File: config.mk
export PLATFORM = sky130hd
export DESIGN_NAME = key_event_fifo
export DESIGN_NICKNAME = d
export VERILOG_FILES = /design/src/rtl/key_event_fifo.sv
export SDC_FILE = /design/constraint.sdc
export NUM_CORES = 1
export LEC_CHECK = 0
export CORE_MARGIN = 5
export CORE_UTILIZATION = 55
export DETAILED_ROUTE_END_ITERATION = 7
export GPL_TIMING_DRIVEN = 1
export PLACE_DENSITY = 0.83
export SETUP_SLACK_MARGIN = 0.05
export SYNTH_ARGS = -nofsm -noshare
export SYNTH_HDL_FRONTEND = slang
export SYNTH_SLANG_ARGS = --single-unit
File: constraint.sdc
create_clock -name clk_g_i -period 6.5 [get_ports clk_g_i]
set_clock_uncertainty 0.2 [all_clocks]
set_input_delay 1.95 -clock clk_g_i [delete_from_list [all_inputs] [get_ports clk_g_i]]
set_output_delay 1.95 -clock clk_g_i [all_outputs]
set_load 0.02 [all_outputs]
File: src/rtl/key_event_fifo.sv
`default_nettype none
// ============================================================================
//  Module      : key_event_fifo
//  Description : Scans the debounced key vector one key per cycle and queues
//                press/release events in a show-ahead FIFO for the SPI side.
//  Revision    : 1.0 - initial release
// ============================================================================
module key_event_fifo #(
   parameter int NUM_KEYS = 61,
   parameter int DEPTH    = 16
) (
   input  logic                     clk_g_i,
   input  logic                     rstn_g_i,
   input  logic [NUM_KEYS-1:0]      keys_i,
   input  logic                     pop_i,
   input  logic                     overflow_clr_i,
   output logic [7:0]               event_o,
   output logic                     event_valid_o,
   output logic [$clog2(DEPTH):0]   count_o,
   output logic                     overflow_o
);

   localparam int PTR_W = $clog2(DEPTH);
   localparam int IDX_W = (NUM_KEYS > 1) ? $clog2(NUM_KEYS) : 1;

   localparam logic [IDX_W-1:0] c_last_idx = IDX_W'(NUM_KEYS - 1);
   localparam logic [PTR_W:0]   c_depth    = (PTR_W + 1)'(DEPTH);
   localparam logic [PTR_W:0]   c_one      = (PTR_W + 1)'(1);

   logic [NUM_KEYS-1:0] r_prev;
   logic [IDX_W-1:0]    r_idx;
   logic [7:0]          r_mem [DEPTH];
   logic [PTR_W-1:0]    r_wr_ptr;
   logic [PTR_W-1:0]    r_rd_ptr;
   logic [PTR_W:0]      r_count;
   logic [7:0]          r_head;
   logic                r_overflow;

   logic                w_key;
   logic                w_change;
   logic                w_full;
   logic                w_empty;
   logic                w_push;
   logic                w_pop;
   logic [6:0]          w_idx7;
   logic [7:0]          w_data;
   logic [PTR_W-1:0]    w_rd_next;
   logic [7:0]          w_head_nxt;

   // Full is judged on the registered count, so a same-cycle pop never frees
   // room for the push that is being evaluated.
   assign w_key     = keys_i[r_idx];
   assign w_change  = (w_key != r_prev[r_idx]);
   assign w_full    = (r_count == c_depth);
   assign w_empty   = (r_count == '0);
   assign w_push    = w_change & ~w_full;
   assign w_pop     = pop_i & ~w_empty;
   assign w_idx7    = 7'(r_idx);
   assign w_data    = {w_key, w_idx7};
   assign w_rd_next = r_rd_ptr + 1'b1;

   // Head register keeps event_o free of read latency: it loads the entry
   // behind the popped one, or the incoming event when the queue drains to it.
   always_comb begin
      w_head_nxt = r_head;
      if (w_pop) begin
         if (r_count > c_one) begin
            w_head_nxt = r_mem[w_rd_next];
         end else if (w_push) begin
            w_head_nxt = w_data;
         end
      end else if (w_empty && w_push) begin
         w_head_nxt = w_data;
      end
   end

   // Event storage; contents are only meaningful between the pointers.
   always_ff @(posedge clk_g_i) begin
      if (w_push) begin
         r_mem[r_wr_ptr] <= w_data;
      end
   end

   // Scanner, last-reported key state and overflow flag.
   always_ff @(posedge clk_g_i or negedge rstn_g_i) begin
      if (!rstn_g_i) begin
         r_prev     <= '0;
         r_idx      <= '0;
         r_overflow <= 1'b0;
      end else begin
         r_idx <= (r_idx == c_last_idx) ? '0 : r_idx + 1'b1;
         if (w_push) begin
            r_prev[r_idx] <= w_key;
         end
         // A blocked change wins over a same-cycle clear.
         if (w_change && w_full) begin
            r_overflow <= 1'b1;
         end else if (overflow_clr_i) begin
            r_overflow <= 1'b0;
         end
      end
   end

   // FIFO pointers, occupancy count and head register.
   always_ff @(posedge clk_g_i or negedge rstn_g_i) begin
      if (!rstn_g_i) begin
         r_wr_ptr <= '0;
         r_rd_ptr <= '0;
         r_count  <= '0;
         r_head   <= 8'h00;
      end else begin
         r_head <= w_head_nxt;
         if (w_push) begin
            r_wr_ptr <= r_wr_ptr + 1'b1;
         end
         if (w_pop) begin
            r_rd_ptr <= w_rd_next;
         end
         case ({w_push, w_pop})
            2'b10:   r_count <= r_count + 1'b1;
            2'b01:   r_count <= r_count - 1'b1;
            default: r_count <= r_count;
         endcase
      end
   end

   assign event_o       = r_head;
   assign event_valid_o = ~w_empty;
   assign count_o       = r_count;
   assign overflow_o    = r_overflow;

endmodule
`default_nettype wire

==> out/summary.md, run 1 <==
• **initial antenna violation count** 0
• **launching point of the worst reg2reg path** r_idx[0]
• **count of buffers from port buffering** 78
• **net switching power of the design** 1.29 mW
• **total routing usage reported by global routing** 22.4%
• **net count after synthesis** 812
• **result of the run** completed
• **Power Dens Cells** 347 nW/µm²
• **Worst setup EP type** flip-flop
• **depth of the most critical reg-to-reg path** 13
• **detail-routed via count per cell** 6.44
• **Worst Hold Depth** 1
• **Inserted Diodes** 0
• **unrepaired setup endpoints after global routing** false
• **post-placement setup slack** 0.811 ns
• **synthesized flop and latch total** 200
• **total of cells resized after clock tree synthesis** 0
• **vias in the first global route** 6917
• **EDFF count, synth** 112
• **part of the power in the clock network** 25.9%
• **Util after Layout** 64.2%
• **setup repair bufs after CTS** 0
• **Internal Power** 2.71 mW
• **area of all sequential standard cells** 5570 µm²
• **combinational cell fraction of total power** 31.5%
• **capture instance of the worst register-to-register path** event_o[5]
• **Pins Over Slew Limit** 0
• **net switching share of the total power** 32.3%
• **fill count** 1264
• **share of cells above drive strength 1** 19.8%
• **signed area change from the synthesized netlist to the final layout** 14.7%
• **synthesis warning total** 0
• **area enclosed by the die boundary** 21100 µm²
• **leftover overflow at the end of global routing** 0
• **ports placed on the boundary** 80
• **dominant register cell in the synthesized netlist** edfxtp_1
• **end of the worst hold path** r_prev[48]
• **die extent in y** 145 µm
• **Max transition margin** 14.5%
• **global-route wire length before repair** 37600 µm
• **Horiz. Die Dim** 145 µm
• **final WL** 23400 µm
• **H-tree lvl count** 4
• **Worst Tran Pin Value** 1.28 ns
• **DRT antenna net count** 0
• **number of cells produced by synthesis** 735
• **Hold Worst Slack** 0.284 ns
• **Num Clock Sinks** 200
• **number of nets at the end of the flow** 866
• **crit path max fanout** 8
• **number of DRC markers after the initial detailed-route iteration** 598
• **number of vias after detailed routing** 6640
• **hold wc startpoint** r_prev[48]
• **number of iterations in the first detailed-routing pass** 5
• **placed instance count** 999
• **met1 WL** 9240 µm
• **largest net degree at the start of global routing** 79
• **timing-limited maximum frequency** 191 MHz
• **register clock-pin slew on the reported worst setup and hold paths** 0.07 ns
• **total met3 wirelength after detailed routing** 1600 µm
• **kind of critical path** input port to flip-flop
• **HPWL Detailed** 15400 µm
• **initial core utilization** 56.0%
• **time the final worst path needs with I/O delays and setup** 5.24 ns
• **count of maximum capacitance violations** 0
• **power share of the sequential group** 42.6%
• **setup_tns** 0 ns
• **total area of multi-input combinational cells** 4160 µm²
• **post-detailed-route DRC marker count** 0
• **number of setup violations in the final report** 0
• **worst-case clock buffer depth** 2
• **Final GP Congestion** 0.863
• **insertion delay to the later sink of the worst-skew pair** 0.45 ns
• **Setup WS post-layout** 1.26 ns
• **placed cell area** 11000 µm²
• **arrival time of data at the critical path endpoint** 5.36 ns
• **share of the cycle needed by the critical path after routing** 80.6%
• **final instance count without filler cells** 1031
• **Inserted Clock Buffers** 17
• **Synth Cell Area** 10100 µm²
• **drt wl/cell** 22.7 µm
• **share of flip-flops with an asynchronous set or reset** 44.0%
• **VDD IR max** 0.000543 V
• **Leakage** 4.15 nW
• **average footprint of a synthesized cell** 13.7 µm²
• **total chip power** 4.00 mW
• **reg2reg setup slack** 1.73 ns
• **Setup crit start kind** input port
• **endpoints failing hold** 0
• **number of buffers inserted for hold repair after clock tree synthesis** 0
• **worst hold-check path type** flip-flop to flip-flop
• **number of placement rows** 49
• **sequential fraction of the synthesis area** 55.3%
• **standard cell core area** 18000 µm²
• **CTS root buffer** clkbuf_16
• **TritonCTS clock tree** built
• **Netlist cell types** 68
• **cell area after layout** 11500 µm²
• **required time at the worst-slack endpoint** 6.62 ns
• **DR top layer** met4
• **routed wire length on met2** 11800 µm
==> synth_stat cells, types with 7 or more instances <==
| library cell | count | area share [%] |
|---|---|---|
| nor3_1 | 14 | 0.70 |
| a21oi_1 | 14 | 0.70 |
| nor2_1 | 57 | 2.1 |
| mux2_1 | 48 | 5.4 |
| ha_1 | 12 | 1.5 |
| mux2i_1 | 14 | 1.4 |
| nor4_1 | 21 | 1.3 |
| mux4_2 | 45 | 10 |
| nand3b_1 | 9 | 0.67 |
| inv_1 | 8 | 0.30 |
| o21ai_0 | 10 | 0.50 |
| clkbuf_1 | 33 | 1.2 |
| nor4_2 | 16 | 2.0 |
| nand3_1 | 17 | 0.85 |
| nand2_1 | 52 | 1.9 |
| a22oi_1 | 7 | 0.52 |
| edfxtp_1 | 112 | 33 |
| and3_1 | 7 | 0.44 |
| buf_2 | 9 | 0.45 |
| mux2_2 | 33 | 3.7 |
| dfrtp_1 | 88 | 22 |
| xor2_1 | 8 | 0.70 |
==> cells by family (layout without fill, tap and decap cells) <==
group | count (synthesis) | count (layout) | share of synthesized area, %
other | 1 | 1 | 0.0373
multiplexers | 140 | 140 | 20.5
AND/OR/NAND/NOR | 229 | 229 | 13.1
AO/OA/AOI/OAI | 67 | 67 | 4.68
adder cells (fa/ha/maj) | 12 | 12 | 1.49
flip-flops | 200 | 200 | 55.3
buffers and inverters | 71 | 138 | 3.45
XOR/XNOR | 15 | 15 | 1.38
==> layout by cell type, fill, tap and decap left out, types with 14 or more instances in the layout <==
cell and n:
mux2i_1 14, nor3_1 14, nand2_1 52, mux2_2 33, dfrtp_1 84, nand3_1 17
mux2_1 48, a21oi_1 14, nor2_1 57, mux4_2 45, buf_4 19, clkbuf_16 17
edfxtp_1 112, nor4_2 16, clkdlybuf4s50_1 77, nor4_1 21
==> how the worst max path moves through the flow <==
stage          startpoint          to  slack [ns]  cells past startpoint
3_3_place_gp   keys_i[57]  event_o[1]        0.99                     10
5_1_grt        keys_i[57]  event_o[4]        1.02                     13
3_5_place_dp   keys_i[15]  event_o[0]        0.81                     12
2_1_floorplan  keys_i[15]  event_o[0]        1.09                     15
6_report       keys_i[15]  event_o[5]        1.26                     12
4_1_cts        keys_i[15]  event_o[4]        1.27                     12
==> layout make-up <==
cell class                 instances  area share, %
timing repair buffer              96           7.92
multi-input combinational        464           36.0
clock buffer                      18           3.72
sequential                       200           48.3
inverter                          10          0.325
clock inverter                    14           1.23
tap                              229           2.48
==> sequential cells by signal, indices dropped and copies added, names as in the netlist <==
| register | count |
|---|---|
| r_idx | 6 |
| count_o | 5 |
| event_o | 7 |
| r_prev | 61 |
| r_mem | 112 |
| r_wr_ptr | 4 |
| r_rd_ptr | 4 |
| overflow_o | 1 |
==> power groups by stage <==
stage                     logic, mW  clock network, mW  registers [mW]
after CTS                      1.28               1.05            1.71
after global routing           1.36               1.10            1.73
after global placement         1.23                  0            1.71
after detailed placement       1.28                  0            1.73
after floorplan               0.912                  0            1.66
final                          1.26               1.04            1.70
==> worst max-delay path, stage by stage <==
cell,delay (ns)
clkdlybuf4s50_1,0.40
mux4_2,0.51
a32o_1,0.31
nor4b_4,0.31
nand4_4,0.20
xor2_4,0.24
nand2b_1,0.17
ha_1,0.36
o211ai_1,0.17
o21ai_0,0.11
a21o_1,0.26
mux2_2,0.37
==> metal layers <==
layer,vias up,GRT usage [%]
met5,-,0
met4,0,9.47
met3,57,5.55
met2,328,36.7
met1,3337,28.8
li1,2918,-
Power figures use the tool's default switching activity.
==> inputs of run 2 (changes only) <==
Clock period 6.5 ns to 5 ns, I/O delays scaled along.
==> out/summary.md, run 2 (same netlist as run 1, synthesis figures left out) <==
• **ports placed on the boundary** 80, unchanged
• **number of nets at the end of the flow** 883, +2.0%
• **area enclosed by the die boundary** 21100 µm², unchanged
• **TritonCTS clock tree** built
• **count of buffers from port buffering** 78, unchanged
• **die extent in y** 145 µm, unchanged
• **Pins Over Slew Limit** 0, unchanged
• **highest cell delay on the worst timing path** 0.51 ns, about the same
• **most used cells in the layout excluding fill and tap cells** edfxtp_1, dfrtp_1, clkdlybuf4s50_1
• **setup_tns** 0 ns, unchanged
• **crit path max fanout** 7, -1
• **DRT antenna net count** 0, unchanged
• **combined buffer and inverter count along the critical path** 1, unchanged
• **global-route wire length before repair** 39400 µm, +4.7%
• **share of the cycle needed by the critical path after routing** 90.6%
• **final WL** 25000 µm, +6.6%
• **Inserted Diodes** 0, unchanged
• **worst hold-check path type** flip-flop to flip-flop
• **count of maximum capacitance violations** 0, unchanged
• **timing-limited maximum frequency** 221 MHz
• **total area of multi-input combinational cells** 4170 µm², +0.18%
• **worst-case clock buffer depth** 2, unchanged
• **number of buffers inserted for hold repair after clock tree synthesis** 0, unchanged
• **Final GP Congestion** 0.883, +2.3%
• **insertion delay to the later sink of the worst-skew pair** 0.44 ns, about the same
• **Worst Tran Pin Value** 1.19 ns, -0.0960 ns
• **leading cell type in the layout, fill and taps excluded** edfxtp_1
• **unrepaired setup endpoints after global routing** false
• **initial antenna violation count** 0, unchanged
• **endpoints failing hold** 0, unchanged
• **arrival time of data at the critical path endpoint** 4.65 ns, -0.71 ns
• **Horiz. Die Dim** 145 µm, unchanged
• **standard cell core area** 18000 µm², unchanged
• **setup repair bufs after CTS** 0, unchanged
• **number of placement rows** 49, unchanged
• **signed area change from the synthesized netlist to the final layout** 16.3%
• **Util after Layout** 65.1%, +0.91 points
• **Setup crit start kind** input port
• **leftover overflow at the end of global routing** 0, unchanged
• **Largest Register** r_mem
• **fill count** 1220, -3.5%
• **Num Clock Sinks** 200, unchanged
• **VDD IR max** 0.000602 V, +11%
• **area of all sequential standard cells** 5570 µm², unchanged
• **kind of critical path** input port to flip-flop
• **share of cells above drive strength 1** 21.7%, +1.9 points
• **required time at the worst-slack endpoint** 5.12 ns, -1.50 ns
• **Top delay family on crit path** multiplexers
• **Leakage** 4.25 nW, +2.3%
• **number of setup violations in the final report** 0, unchanged
• **vias in the first global route** 7150, +3.4%
• **number of flip-flops in the largest register** 112, unchanged
• **number of iterations in the first detailed-routing pass** 5, unchanged
• **result of the run** completed
• **total routing usage reported by global routing** 23.8%, +1.4 points
• **initial core utilization** 56.0%, unchanged
• **total of cells resized after clock tree synthesis** 0, unchanged
• **number of vias after detailed routing** 6828, +2.8%
• **Hold Worst Slack** 0.288 ns, +0.00420 ns
• **sequence of cells on the critical path** clkdlybuf4s50_1 > mux4_2 > a32o_1 > nor4b_4 > nand4_4 > xor2_4 > nand2b_1 > ha_1 > o211ai_1 > o21ai_0 > a21o_1 > mux2_2
• **Power Dens Cells** 453 nW/µm², +31%
• **register clock-pin slew on the reported worst setup and hold paths** 0.07 ns, about the same
• **H-tree lvl count** 4, unchanged
• **number of DRC markers after the initial detailed-route iteration** 719, +20%
• **Crit-path slowest cell** mux4_2
• **Max transition margin** 20.3%, +5.8 points
• **drt wl/cell** 23.8 µm, +4.8%
• **Worst setup EP type** flip-flop
• **post-detailed-route DRC marker count** 0, unchanged
• **largest net degree at the start of global routing** 79, unchanged
• **time the final worst path needs with I/O delays and setup** 4.53 ns
• **CTS root buffer** clkbuf_16
• **HPWL Detailed** 16500 µm, +7.0%
• **detail-routed via count per cell** 6.52, +1.2%
• **Inserted Clock Buffers** 17, unchanged
-- run 2: cell types whose count changed in the layout (fill, tap and decap cells not counted), sizes merged --
| cell | before | now |
|---|---|---|
| clkinvlp | 1 | 3 |
| clkinv | 1 | 5 |
| inv | 22 | 17 |
| buf | 19 | 36 |
| clkbuf | 18 | 17 |
-- run 2: report_power, final --
part | total (mW) | leakage [nW] | internal, mW | switching (mW)
Combinational | 1.79 | 1.87 | 0.899 | 0.891
Clock | 1.36 | 0.281 | 0.674 | 0.682
Sequential | 2.15 | 2.10 | 1.97 | 0.182
-- run 2: final cells by class --
| cell class | instances | share of cell area [%] |
|---|---|---|
| Inverter | 10 | 0.321 |
| Clock inverter | 15 | 1.48 |
| Multi-Input combinational cell | 464 | 35.6 |
| Tap cell | 229 | 2.45 |
| Timing Repair Buffer | 113 | 8.90 |
| Sequential cell | 200 | 47.6 |
| Clock buffer | 17 | 3.64 |
-- run 2: path summary, 6_finish.rpt --
kind                            start          end  slack, ns  cells after the start
min reg2reg                r_prev[10]   r_prev[10]       0.29                      1
min in group asynchronous    rstn_g_i  r_rd_ptr[3]       0.93                      1
max in group asynchronous    rstn_g_i   r_prev[42]       2.74                      2
max reg2reg                  r_idx[0]   event_o[0]       0.78                     14
min                        r_prev[10]   r_prev[10]       0.29                      1
max                        keys_i[15]   event_o[0]       0.47                     12
-- run 2: metal layers --
| metal | global-route usage [%] | routed length [µm] | vias up |
|---|---|---|---|
| met5 | 0 | 0 | - |
| met4 | 10.6 | 970 | 0 |
| met1 | 30.1 | 9480 | 3438 |
| met3 | 5.49 | 1880 | 69 |
| li1 | - | - | 2940 |
| met2 | 39.3 | 12600 | 381 |
-- run 2: through the flow --
stage | cell area (µm²) | instances | setup slack (ns) | total power, mW
after global placement | 11100 | 1016 | 0.0963 | 3.84
after floorplan | 10100 | 735 | 0.155 | 3.35
after global routing | 11700 | 1048 | 0.249 | 5.53
after CTS | 11700 | 1048 | 0.486 | 5.32
after detailed placement | 11100 | 1016 | 0.0118 | 3.95
final | 11700 | 1048 | 0.472 | 5.30
-- run 2: worst reg2reg max path, delay by kind of cell (launching register included) --
| family | cells | cell delay [ns] |
|---|---|---|
| AOI/OAI and AO/OA | 6 | 1.05 |
| buffers and inverters | 2 | 0.78 |
| DFF | 1 | 0.67 |
| and+or+nand+nor | 3 | 0.63 |
| muxes | 1 | 0.38 |
| adders and majority gates | 1 | 0.20 |
| xor gates and xnor gates | 1 | 0.19 |
==> variant 1, RTL diff (config.mk and constraints of run 1) <==
Add an input register stage for `keys_i`, `pop_i` and `overflow_clr_i`; this delays them by one clock.
--- a/src/rtl/key_event_fifo.sv
+++ b/src/rtl/key_event_fifo.sv
@@ -27,6 +27,16 @@
    localparam logic [PTR_W:0]   c_depth    = (PTR_W + 1)'(DEPTH);
    localparam logic [PTR_W:0]   c_one      = (PTR_W + 1)'(1);
 
+   logic [NUM_KEYS-1:0] keys_q;
+   logic pop_q;
+   logic overflow_clr_q;
+
+   always_ff @(posedge clk_g_i) begin
+      keys_q         <= keys_i;
+      pop_q          <= pop_i;
+      overflow_clr_q <= overflow_clr_i;
+   end
+
    logic [NUM_KEYS-1:0] r_prev;
    logic [IDX_W-1:0]    r_idx;
    logic [7:0]          r_mem [DEPTH];
@@ -49,12 +59,12 @@
 
    // Full is judged on the registered count, so a same-cycle pop never frees
    // room for the push that is being evaluated.
-   assign w_key     = keys_i[r_idx];
+   assign w_key     = keys_q[r_idx];
    assign w_change  = (w_key != r_prev[r_idx]);
    assign w_full    = (r_count == c_depth);
    assign w_empty   = (r_count == '0);
    assign w_push    = w_change & ~w_full;
-   assign w_pop     = pop_i & ~w_empty;
+   assign w_pop     = pop_q & ~w_empty;
    assign w_idx7    = 7'(r_idx);
    assign w_data    = {w_key, w_idx7};
    assign w_rd_next = r_rd_ptr + 1'b1;
@@ -95,7 +105,7 @@
          // A blocked change wins over a same-cycle clear.
          if (w_change && w_full) begin
             r_overflow <= 1'b1;
-         end else if (overflow_clr_i) begin
+         end else if (overflow_clr_q) begin
             r_overflow <= 1'b0;
          end
       end
Behaviour: not the same (Yosys sat finds a counterexample within 4 cycles, from zero or initial values and one cycle with rstn_g_i low).
==> variant 1 against run 1 <==
- clock power up 36%
- cell area up 11%
- fmax down 5.2%
- power up 15%
- worst setup slack worse by 0.29 ns
- wire length up 10%
- sequential cell count up 63
- worst hold slack worse by 0.035 ns
- sequential power up 22%
- sequential share of layout area up 5.0 points
- area after synthesis up 9.7%
- combinational power down 12%
- die area up 9.0%
- critical path type is now reg -> reg
- critical endpoint is now event_o[4]$_DFFE_PN0P_
- largest power group unchanged
==> variant 1: results (changes against run 1) <==
Yosys
  • Distinct cell type count after synthesis: 67 (-1.5%)
  • Area share of fa/ha/maj cells after synthesis: 1.361% (-0.13 points)
  • Synth Area in XOR/XNOR: 1.259% (-0.12 points)
  • Area contributors post-synth: sky130_fd_sc_hd__edfxtp_1, sky130_fd_sc_hd__dfrtp_1, sky130_fd_sc_hd__dfxtp_1
  • Syn nets: 906 (+12%)
  • Dominant synthesized flop cell: sky130_fd_sc_hd__edfxtp_1
  • Compound-cell area share of the yosys netlist: 12.59% (+7.9 points)
  • Commonest cells in the synthesized netlist: sky130_fd_sc_hd__o21ai_0, sky130_fd_sc_hd__edfxtp_1, sky130_fd_sc_hd__dfrtp_1
  • Post-synthesis sequential area ratio: 61.86% (+6.5 points)
  • Ys async rst share: 33.46% (-11 points)
  • Mean post-synth cell area: 13.31 µm² (-2.7%)

Global routing
  • Total routing usage reported by global routing: 23.37% (+0.94 points)
  • Wire length of the first global-routing pass: 41.81 mm (+11%)
  • Maximum number of pins on one net before global-route repair: 64 (-19%)

Routing
  • Total detailed-routing wirelength: 25.84 mm (+10%)
  • 1st-pass router iterations: 6 (+1)
  • DR iter-0 viols: 1042 (+74%)
  • Number of vias per cell: 6.261 (-2.8%)

Placed design
  • HPWL reported at the end of detailed placement: 17.01 mm (+10%)
  • Worst-case setup slack after placement: 1.097 ns (+0.2860 ns)
  • Number of port buffers: 78 (unchanged)
  • Area after detailed placement: 0.01201 mm² (+9.5%)

Clocking
  • Number of buffers added by the clock tree synthesis step: 26 (+9)
  • Deepest level of the CTS H-tree: 1 (-3)
  • CTS Buffer Depth: 3 (+1)
  • Insertion delay of the later-clocked pin in the worst-skew pair: 0.54 ns (+0.09 ns)

Cells and area
  • Share of post-route cells with drive strength above 1: 14.71% (-5.1 points)
  • Fill cell total of the finished layout: 1388 (+9.8%)
  • Nets@finish: 975 (+13%)

Pwr
  • Maximum resistive drop on vdd: 0.0002065 V (-62%)
  • Switching power total: 0.001319 W (+2.0%)
  • P_leak: 4.509 nW (+8.5%)
  • Clk pwr: 0.00141 W (+36%)
  • Total power divided by cell area: 358.7 mW/mm² (+3.4%)

Hold path
  • Start point of the worst hold path: overflow_clr_q$_DFF_P_
  • Hold Path End: overflow_o$_DFFE_PN0P_
  • Worst hold path class: reg -> reg

Timing
  • Slew Limit Headroom: 6.921% (-7.6 points)
  • Minimum setup slack in the final design: 0.9684 ns (-0.2900 ns)
  • Worst slack on hold paths: 0.2487 ns (-0.03484 ns)

Status
  • Result of the run: complete, no violations

Setup path
  • Signal arrival time at the worst endpoint: 5.74 ns (+0.38 ns)
  • Capturing point of the worst reg2reg path: event_o[4]$_DFFE_PN0P_
  • Maximum fanout along the worst path: 40 (+32)
  • CP Launch Point: r_idx[1]$_DFF_PN0_
==> variant 1: changes by cell type after synthesis, sizes merged, moves of 7 or more <==
cell and change:
nand3 +8, clkbuf -15, dfxtp +63, nand3b -7, mux2 -55, nor2 -31
o21ai +121, buf +7, nor4 -36, nand2 -26, a21oi +57
==> variant 1: worst max-delay path: stages (launching register included) <==
cell                       delay, ns
sky130_fd_sc_hd__dfrtp_2        0.87
sky130_fd_sc_hd__clkinv_1       0.50
sky130_fd_sc_hd__a221o_1        0.44
sky130_fd_sc_hd__a22oi_1        0.18
sky130_fd_sc_hd__o221ai_1       0.14
sky130_fd_sc_hd__or4b_1         0.51
sky130_fd_sc_hd__buf_4          0.22
sky130_fd_sc_hd__xor2_2         0.29
sky130_fd_sc_hd__or2_1          0.55
sky130_fd_sc_hd__ha_1           0.41
sky130_fd_sc_hd__and2_1         0.20
sky130_fd_sc_hd__nand2b_1       0.11
sky130_fd_sc_hd__o31a_1         0.42
sky130_fd_sc_hd__mux2_4         0.35
==> variant 1: area by class of cell <==
cell class,instances,area share (%)
Inverter,11,0.3221
Clock inverter,13,0.6833
Clock buffer,35,5.584
Tap cell,265,2.587
Multi-Input combinational cell,502,30.52
Timing Repair Buffer,94,7.009
Sequential cell,263,53.30
==> variant 1: metal layers <==
layer	vias up	track usage [%]	routed length, µm	part of all wire (%)
met4	0	5.705	689	2.7
met1	3652	31.33	10230	40
met2	413	39.53	12710	49
met3	64	4.819	2198	8.5
met5	-	0	0	0
li1	3278	-	-	-
==> variant 1: cell families after synthesis <==
| family | after synthesis |
|---|---|
| other | 1 |
| AOI/OAI and AO/OA | 249 |
| muxes | 88 |
| adders and majority gates | 12 |
| buffers and inverters | 64 |
| and+or+nand+nor | 137 |
| DFF | 263 |
| xor gates and xnor gates | 15 |
==> variant 2, RTL diff (flow settings as in run 1) <==
Made on the original files. The parameter `DEPTH` goes from 16 to 8.
--- a/src/rtl/key_event_fifo.sv
+++ b/src/rtl/key_event_fifo.sv
@@ -7,7 +7,7 @@
 // ============================================================================
 module key_event_fifo #(
    parameter int NUM_KEYS = 61,
-   parameter int DEPTH    = 16
+   parameter int DEPTH    = 8
 ) (
    input  logic                     clk_g_i,
    input  logic                     rstn_g_i,
Interface: changed (resized count_o); port bits go from 80 to 79. No check against the original RTL was run, so the function may have changed too.
==> variant 2 against run 1 <==
- wire length is essentially flat
- worst setup slack lost 0.57 ns
- area after synthesis shrank 22%
- sequential share of layout area shrank 7.0 points
- first-iteration DRC count grew 49%
- power shrank 27%
- sequential cell count shrank 59
- cell area shrank 20%
- final cell count shrank 7.3%
- critical path type is now reg -> reg
- largest power group unchanged
- highest routed layer unchanged
==> variant 2: results (changes against run 1) <==
Status
  • Result of the run: complete, no violations

Yosys
  • Syn nets: 771 (-5.0%)
  • Dominant synthesized flop cell: sky130_fd_sc_hd__dfrtp_1
  • Ys async rst share: 60.28% (+16 points)
  • Commonest cells in the synthesized netlist: sky130_fd_sc_hd__nand2_1, sky130_fd_sc_hd__dfrtp_1, sky130_fd_sc_hd__a22o_1, sky130_fd_sc_hd__edfxtp_1, sky130_fd_sc_hd__o21bai_1
  • Number of enable flip-flop cells after synthesis: 56 (-50%)
  • Compound-cell area share of the yosys netlist: 20.40% (+16 points)
  • Mux cell area share after synthesis: 11.21% (-9.3 points)
  • Synth Area in XOR/XNOR: 1.005% (-0.38 points)
  • Most numerous cell in the Yosys netlist: sky130_fd_sc_hd__nand2_1
  • Area contributors post-synth: sky130_fd_sc_hd__dfrtp_1, sky130_fd_sc_hd__edfxtp_1, sky130_fd_sc_hd__a22o_1
  • Distinct cell type count after synthesis: 62 (-8.8%)

Global routing
  • Total routing usage reported by global routing: 28.72% (+6.3 points)
  • Wire length of the first global-routing pass: 36.64 mm (-2.6%)
  • Global Route met2 Usage: 46.68% (+10 points)
  • Met3 layer usage reported by global route: 7.007% (+1.5 points)
  • Met1 usage in global routing: 36.62% (+7.8 points)

Timing
  • Slew @ Worst Pin: 1.156 ns (-0.1268 ns)
  • Achievable frequency: 172.1 MHz (-9.8%)

Placed design
  • GP Congestion: 0.9560 (+11%)
  • # placed instances: 924 (-7.5%)
  • Number of port buffers: 77 (-1.3%)
  • HPWL reported at the end of detailed placement: 15.41 mm (-0.13%)

Pwr
  • Overall power: 0.002908 W (-27%)
  • Comb power: 0.000795 W (-37%)
  • Maximum resistive drop on vdd: 0.0001846 V (-66%)
  • Share of total power in the clock network: 33.2% (+7.3 points)

Hold path
  • Start point of the worst hold path: r_rd_ptr[1]$_DFFE_PN0P_

Setup path
  • Reg2Reg Depth: 12 (-1)
  • Minimum setup slack among reg-to-reg paths: 0.69 ns (-1.04 ns)
  • Critical Path Slowest Stage Cell: sky130_fd_sc_hd__dfrtp_1
  • Delay of the slowest cell on the worst path: 1.01 ns (+0.50 ns)

Cells and area
  • Share of post-route cells with drive strength above 1: 13.40% (-6.4 points)
  • Nets@finish: 836 (-3.5%)

Routing
  • WL met2: 11.48 mm (-3.0%)
  • Detailed-route via count: 6498 (-2.1%)
  • DR iter-0 viols: 890 (+49%)
[variant 2: cell types whose count changed after synthesis, sizes merged, moves of 18 or more]
| cell | before | now |
|---|---|---|
| mux4 | 45 | 21 |
| nor4 | 38 | 4 |
| nand2 | 52 | 103 |
| nor2 | 57 | 30 |
| edfxtp | 112 | 56 |
| mux2 | 81 | 19 |
| o21bai | 1 | 56 |
| o21ai | 10 | 28 |
| clkbuf | 34 | 15 |
| a22o | 1 | 56 |
[variant 2: cell type report]
cell class / count / area, µm²
fill: 1056 / 4698
sequential: 141 / 3811
multi-input combinational: 503 / 3719
timing repair buffer: 91 / 873.3
clock buffer: 17 / 425.4
tap: 180 / 225.2
clock inverter: 15 / 148.9
inverter: 9 / 33.78
[variant 2: cell families (layout without fill, tap and decap cells)]
kind of cell / count (synthesis) / after routing
xor+xnor: 9 / 9
flops: 141 / 141
buf+inv: 54 / 132
mux: 57 / 57
compound gates: 214 / 214
other cells: 1 / 1
fa+ha+maj: 8 / 8
simple gates: 214 / 214
